===== config.mk =====
export PLATFORM = sky130hd
export DESIGN_NAME = irq_ctrl
export DESIGN_NICKNAME = d
export VERILOG_FILES = /design/src/rtl/irq_ctrl_pkg.sv /design/src/rtl/irq_ctrl_prio_enc.sv /design/src/rtl/irq_ctrl.sv
export SDC_FILE = /design/constraint.sdc
export NUM_CORES = 1
export LEC_CHECK = 0
export BUFFER_PORTS_ARGS = -buffer_cell sky130_fd_sc_hd__buf_4
export CORE_ASPECT_RATIO = 1.25
export CORE_UTILIZATION = 38
export CTS_CLUSTER_DIAMETER = 60
export DETAILED_ROUTE_END_ITERATION = 8
export GPL_ROUTABILITY_DRIVEN = 0
export HOLD_SLACK_MARGIN = 0.03
export PLACE_DENSITY = 0.81
export SETUP_SLACK_MARGIN = 0.1
export SYNTH_ARGS = -nofsm -noshare
export SYNTH_HDL_FRONTEND = slang
export SYNTH_HIERARCHICAL = 1
export SYNTH_SLANG_ARGS = --single-unit

===== constraint.sdc =====
create_clock -name clk_in -period 1.73 [get_ports clk_in]
set_input_delay 0.2595 -clock clk_in [delete_from_list [all_inputs] [get_ports clk_in]]
set_output_delay 0.2595 -clock clk_in [all_outputs]
set_load 0.01 [all_outputs]

===== src/rtl/irq_ctrl_pkg.sv =====
// Shared peripheral definitions: register offsets, FSM encoding, default base address.
// No logic of its own; the address-match helper is purely combinational.
// Backpressure: not applicable.
package irq_ctrl_pkg;

    localparam logic [31:0] IRQ_BASE_ADDR = 32'h4000_0020;

    localparam logic [31:0] OFF_IMASK = 32'h0;
    localparam logic [31:0] OFF_IPEND = 32'h4;
    localparam logic [31:0] OFF_ICTRL = 32'h8;

    localparam int ICTRL_GIE_BIT   = 0;
    localparam int ICTRL_INSVC_BIT = 1;

    typedef enum logic [1:0] {
        ST_IDLE    = 2'd0,
        ST_REQ     = 2'd1,
        ST_SERVICE = 2'd2
    } irq_state_e;

    // True when a byte address selects the register at base+off.
    function automatic logic addr_hit(input logic [31:0] addr,
                                      input logic [31:0] base,
                                      input logic [31:0] off);
        return addr == (base + off);
    endfunction

endpackage


===== src/rtl/irq_ctrl_prio_enc.sv =====
// Priority encoder: index of the lowest set bit of vec_i (bit 0 wins), plus any-set flag.
// Latency: purely combinational.
// Backpressure: none.
module prio_enc #(
    parameter int N = 4
) (
    input  logic [N-1:0] vec_i,
    output logic [2:0]   idx_o,
    output logic         vld_o
);

    // Scan from the top down so the lowest set index is the last one written.
    always_comb begin
        idx_o = 3'd0;
        for (int i = N - 1; i >= 0; i--) begin
            if (vec_i[i]) begin
                idx_o = 3'(i);
            end
        end
        vld_o = |vec_i;
    end

endmodule


===== src/rtl/irq_ctrl.sv =====
// Interrupt controller: edge-captured sources, mask/pending/control registers, one-deep request FSM.
// Latency: src rising edge at N -> IPEND at N+1 -> irq_out at N+2; bus reads are combinational.
// Backpressure: a raised request is held until irq_ack; new edges queue in IPEND, no nesting.
module irq_ctrl
    import irq_ctrl_pkg::*;
#(
    parameter int          N_SRC     = 4,
    parameter logic [31:0] BASE_ADDR = IRQ_BASE_ADDR
) (
    input  logic             clk_in,
    input  logic             reset,
    input  logic [N_SRC-1:0] src,
    input  logic             MemRead,
    input  logic             MemWrite,
    input  logic [31:0]      Address,
    input  logic [31:0]      WriteData,
    output logic [31:0]      ReadData,
    output logic             irq_out,
    output logic [2:0]       irq_id,
    input  logic             irq_ack,
    input  logic             irq_done
);

    logic [N_SRC-1:0] src_q;
    logic             armed_q;
    logic [N_SRC-1:0] imask_q, imask_d;
    logic [N_SRC-1:0] ipend_q, ipend_d;
    logic             gie_q, gie_d;
    irq_state_e       state_q, state_d;
    logic [2:0]       irq_id_q, irq_id_d;

    logic [N_SRC-1:0] src_rise;
    logic [N_SRC-1:0] pend_masked;
    logic [N_SRC-1:0] ack_clr;
    logic [2:0]       enc_idx;
    logic             enc_vld;
    logic             in_service;
    logic             ack_take;
    logic             hit_imask, hit_ipend, hit_ictrl;
    logic             unused_wdata;

    assign hit_imask = addr_hit(Address, BASE_ADDR, OFF_IMASK);
    assign hit_ipend = addr_hit(Address, BASE_ADDR, OFF_IPEND);
    assign hit_ictrl = addr_hit(Address, BASE_ADDR, OFF_ICTRL);

    // armed_q stays low for the first post-reset cycle so a level already high is absorbed into src_q.
    assign src_rise     = src & ~src_q & {N_SRC{armed_q}};
    assign pend_masked  = ipend_q & imask_q;
    assign ack_take     = (state_q == ST_REQ) && irq_ack;
    assign ack_clr      = N_SRC'(1) << irq_id_q;
    assign unused_wdata = ^WriteData[31:N_SRC];

    prio_enc #(.N(N_SRC)) u_prio_enc (
        .vec_i (pend_masked),
        .idx_o (enc_idx),
        .vld_o (enc_vld)
    );

    // Register next-state: bus writes and ack-clear first, then edge-set so a new edge always wins.
    always_comb begin
        imask_d = imask_q;
        gie_d   = gie_q;
        ipend_d = ipend_q;
        if (MemWrite && hit_imask) begin
            imask_d = WriteData[N_SRC-1:0];
        end
        if (MemWrite && hit_ictrl) begin
            gie_d = WriteData[ICTRL_GIE_BIT];
        end
        if (MemWrite && hit_ipend) begin
            ipend_d = ipend_d & ~WriteData[N_SRC-1:0];
        end
        if (ack_take) begin
            ipend_d = ipend_d & ~ack_clr;
        end
        ipend_d = ipend_d | src_rise;
    end

    // Register and source-sampling state.
    always_ff @(posedge clk_in) begin
        if (reset) begin
            src_q   <= '0;
            armed_q <= 1'b0;
            imask_q <= '0;
            ipend_q <= '0;
            gie_q   <= 1'b0;
        end else begin
            src_q   <= src;
            armed_q <= 1'b1;
            imask_q <= imask_d;
            ipend_q <= ipend_d;
            gie_q   <= gie_d;
        end
    end

    // FSM state register; irq_id is captured only on the IDLE->REQ transition.
    always_ff @(posedge clk_in) begin
        if (reset) begin
            state_q  <= ST_IDLE;
            irq_id_q <= 3'd0;
        end else begin
            state_q  <= state_d;
            irq_id_q <= irq_id_d;
        end
    end

    // FSM next-state: a request, once raised, ignores mask/GIE/IPEND until acked.
    always_comb begin
        state_d  = state_q;
        irq_id_d = irq_id_q;
        case (state_q)
            ST_IDLE: begin
                if (gie_q && enc_vld) begin
                    state_d  = ST_REQ;
                    irq_id_d = enc_idx;
                end
            end
            ST_REQ: begin
                if (irq_ack) begin
                    state_d = ST_SERVICE;
                end
            end
            ST_SERVICE: begin
                if (irq_done) begin
                    state_d = ST_IDLE;
                end
            end
            default: state_d = ST_IDLE;
        endcase
    end

    // FSM outputs.
    always_comb begin
        irq_out    = (state_q == ST_REQ);
        in_service = (state_q == ST_SERVICE);
        irq_id     = irq_id_q;
    end

    // Bus read mux; zero unless a read hits a decoded register.
    always_comb begin
        ReadData = 32'h0;
        if (MemRead) begin
            if (hit_imask) begin
                ReadData = 32'(imask_q);
            end else if (hit_ipend) begin
                ReadData = 32'(ipend_q);
            end else if (hit_ictrl) begin
                ReadData[ICTRL_GIE_BIT]   = gie_q;
                ReadData[ICTRL_INSVC_BIT] = in_service;
            end
        end
    end

endmodule


==> metrics.txt <==
run status=finished clean; Synth warnings=6; starting DRC count in detailed routing=31; clock latency on the worst-skew pair=0.26 ns; DIE AREA=0.00363 mm²; Fill cells=306; register area share after synthesis=29.5%; EDFF count, synth=0; Reg2Reg Setup Slack=0.20 ns; Peak Freq=629 MHz; DRC=0; Power Density=532 mW/mm²; main flop type after synthesis=dfxtp_1; Synth Register Bits=19; gr ovfl total=0; reg2reg start=state_q[0]; min-delay worst type=primary input to flop; CP arrival=1.33 ns; final WL=3.04 mm; minimum clock period=1.59 ns; nets@finish=290; count of cell types in the netlist=39; Worst Skew=0.00169 ns; Syn Inst Count=151; worst setup path start=Address[9]; Hold Violations, Final=0; max-cap viol count=0; IO Pins=110; CTS clk-pin slew, worst paths=0.08 ns; CTS Sinks=19; Post-DP HPWL=2.32 mm; antenna violations before repair=0; Die X=54.1 µm; DRT antenna net count=0; Req. time, crit path=1.47 ns; Worst Setup Start Kind=primary input; P_leak=0.814 nW; largest net degree at the start of global routing=15; Via-to-Cell Ratio=4.85; FFs w/ async S/R, synth=0%; Final Max Tran Viols=0; Setup Crit Path Kind=primary input to output port; FF-to-FF End=ipend_q[0]; GRT Util Overall=16.1%; Clock Tree Root=clkbuf_8; RSZ-0062 raised after global routing=no; synthesis-to-layout area growth=41.8%; CTS tree=built; CP endpoint=ReadData[1]; Num CTS Buffers=3; crit end category=output port; Max IR drop VDD=330 µV; Starting Density=40.0%; Post-Syn Area=0.00129 mm²; Rows=23; first-pass GRT wire length=4.35 mm; setup violators final=0; die height=67.1 µm; layout cells sized above 1=41.4%; drt pass-1 iters=4; Port Buffers=53; Routed wire per std cell=12.1 µm; antenna cells=0; number of global-route vias before repair=1071; syn_area_per_cell=8.53 µm²; H-tree depth=1; placed cells=244; period utilization=91.9%; Core Area=0.00322 mm²; detailed-route via count=1223; Layout Cells excl Fill=252; clk buf depth=2; Critical Path Fanout Max=4; R2R depth=5; Setup TNS=0 ns
worst min path at each step:
stage | endpoint | startpoint | slack, ns | cells past startpoint
after floorplan | src_q[0] | reset | 0.34 | 1
after global placement | imask_q[0] | imask_q[0] | 0.46 | 2
after detailed placement | imask_q[3] | imask_q[3] | 0.48 | 2
after CTS | src_q[2] | src[2] | 0.25 | 2
after global routing | src_q[1] | src[1] | 0.28 | 2
final | src_q[2] | src[2] | 0.25 | 2
repair_timing:
item | CTS | global route
gates resized for setup | 7 | 9
pin swaps | 1 | 4
hold buffers | 0 | 0
endpoints found under the setup margin | 4 | 4
setup buffers | 0 | 4
stage by stage:
| stage | util (%) | setup WS (ns) | hold slack (ns) | power (W) | instance area [µm²] |
|---|---|---|---|---|---|
| after floorplan | - | 0.133 | 0.343 | 0.000578 | 1390 |
| after global placement | 51.6 | -0.0107 | 0.464 | 0.000629 | 1660 |
| after detailed placement | 51.6 | -0.0397 | 0.478 | 0.000632 | 1660 |
| after CTS | 53.8 | 0.103 | 0.253 | 0.000958 | 1740 |
| after global routing | 56.7 | 0.0790 | 0.275 | 0.00101 | 1830 |
| final | 56.7 | 0.140 | 0.250 | 0.000972 | 1830 |
final cells by class:
| type | instances | area, µm² | share of cell area (%) |
|---|---|---|---|
| inverter | 6 | 22.5 | 1.23 |
| clock inverter | 1 | 7.51 | 0.411 |
| multi-input combinational | 120 | 828 | 45.3 |
| clock buffer | 3 | 41.3 | 2.26 |
| tap | 37 | 46.3 | 2.53 |
| sequential | 19 | 383 | 20.9 |
| timing repair buffer | 66 | 499 | 27.3 |
synth_stat cells, types with 2 or more instances:
cell type  number  share of area (%)
a21oi_1         5                1.9
a32o_1          2                1.6
and2_1          4                1.9
and3_1          5                2.4
and4_1          4                2.7
buf_2           2               0.78
buf_4          30                 17
conb_1          2               0.58
dfxtp_1        19                 30
inv_1           6                1.7
mux2_2          3                2.6
mux2i_1         4                3.1
nand2_1         5                1.5
nand3_1         3                1.2
nand3b_1        2                1.2
nand4_1        10                4.9
nor2_1         10                2.9
nor2b_1         4                1.9
nor3_1          2               0.78
nor4_1          3                1.5
nor4_2          2                1.9
nor4b_2         2                2.3
o211ai_1        2                1.2
o21ai_0         2               0.78
o31ai_1         4                2.3
critical path, cell delays in order:
cell,delay (ns)
buf_4,0.11
nor4_2,0.30
nand4_1,0.17
nor2_2,0.18
a21boi_2,0.18
buf_4,0.13
cell families after synthesis:
logic type / after synthesis / share of synthesized area (%)
simple gates: 63 / 32.5
buf+inv: 39 / 20.3
compound gates: 21 / 11.4
flops: 19 / 29.5
mux: 7 / 5.73
other cells: 2 / 0.583
flip-flops by register name, indices dropped and copies added, names as in the netlist:
name	flops
armed_q	1
irq_id	3
imask_q	4
ipend_q	4
src_q	4
state_q	2
gie_q	1
cells in the final DEF, fill, tap and decap left out, drive strengths merged, types with 4 or more instances in the layout:
cell type and n:
nor4 5, a21oi 6, and3 5, nand4 10, nand2 5, and4 4
conb 29, nor2 10, inv 6, and2 4, o31ai 4, buf 66
nor2b 4, dfxtp 19, mux2i 4
power breakdown:
part	internal, W	switching (W)	total [W]	leakage [nW]
logic	0.0000966	0.0000899	0.000186	0.636
registers	0.000450	0.00000726	0.000457	0.156
clock network	0.000163	0.000165	0.000328	0.0217
routing by layer:
layer / part of all wire (%) / vias up / track usage (%)
met5: 0 / - / 0
met4: 1.1 / 0 / 6.41
met3: 5.7 / 3 / 2.74
met2: 54 / 50 / 28.5
li1: - / 620 / -
met1: 39 / 550 / 18.6
Power figures use the tool's default switching activity.
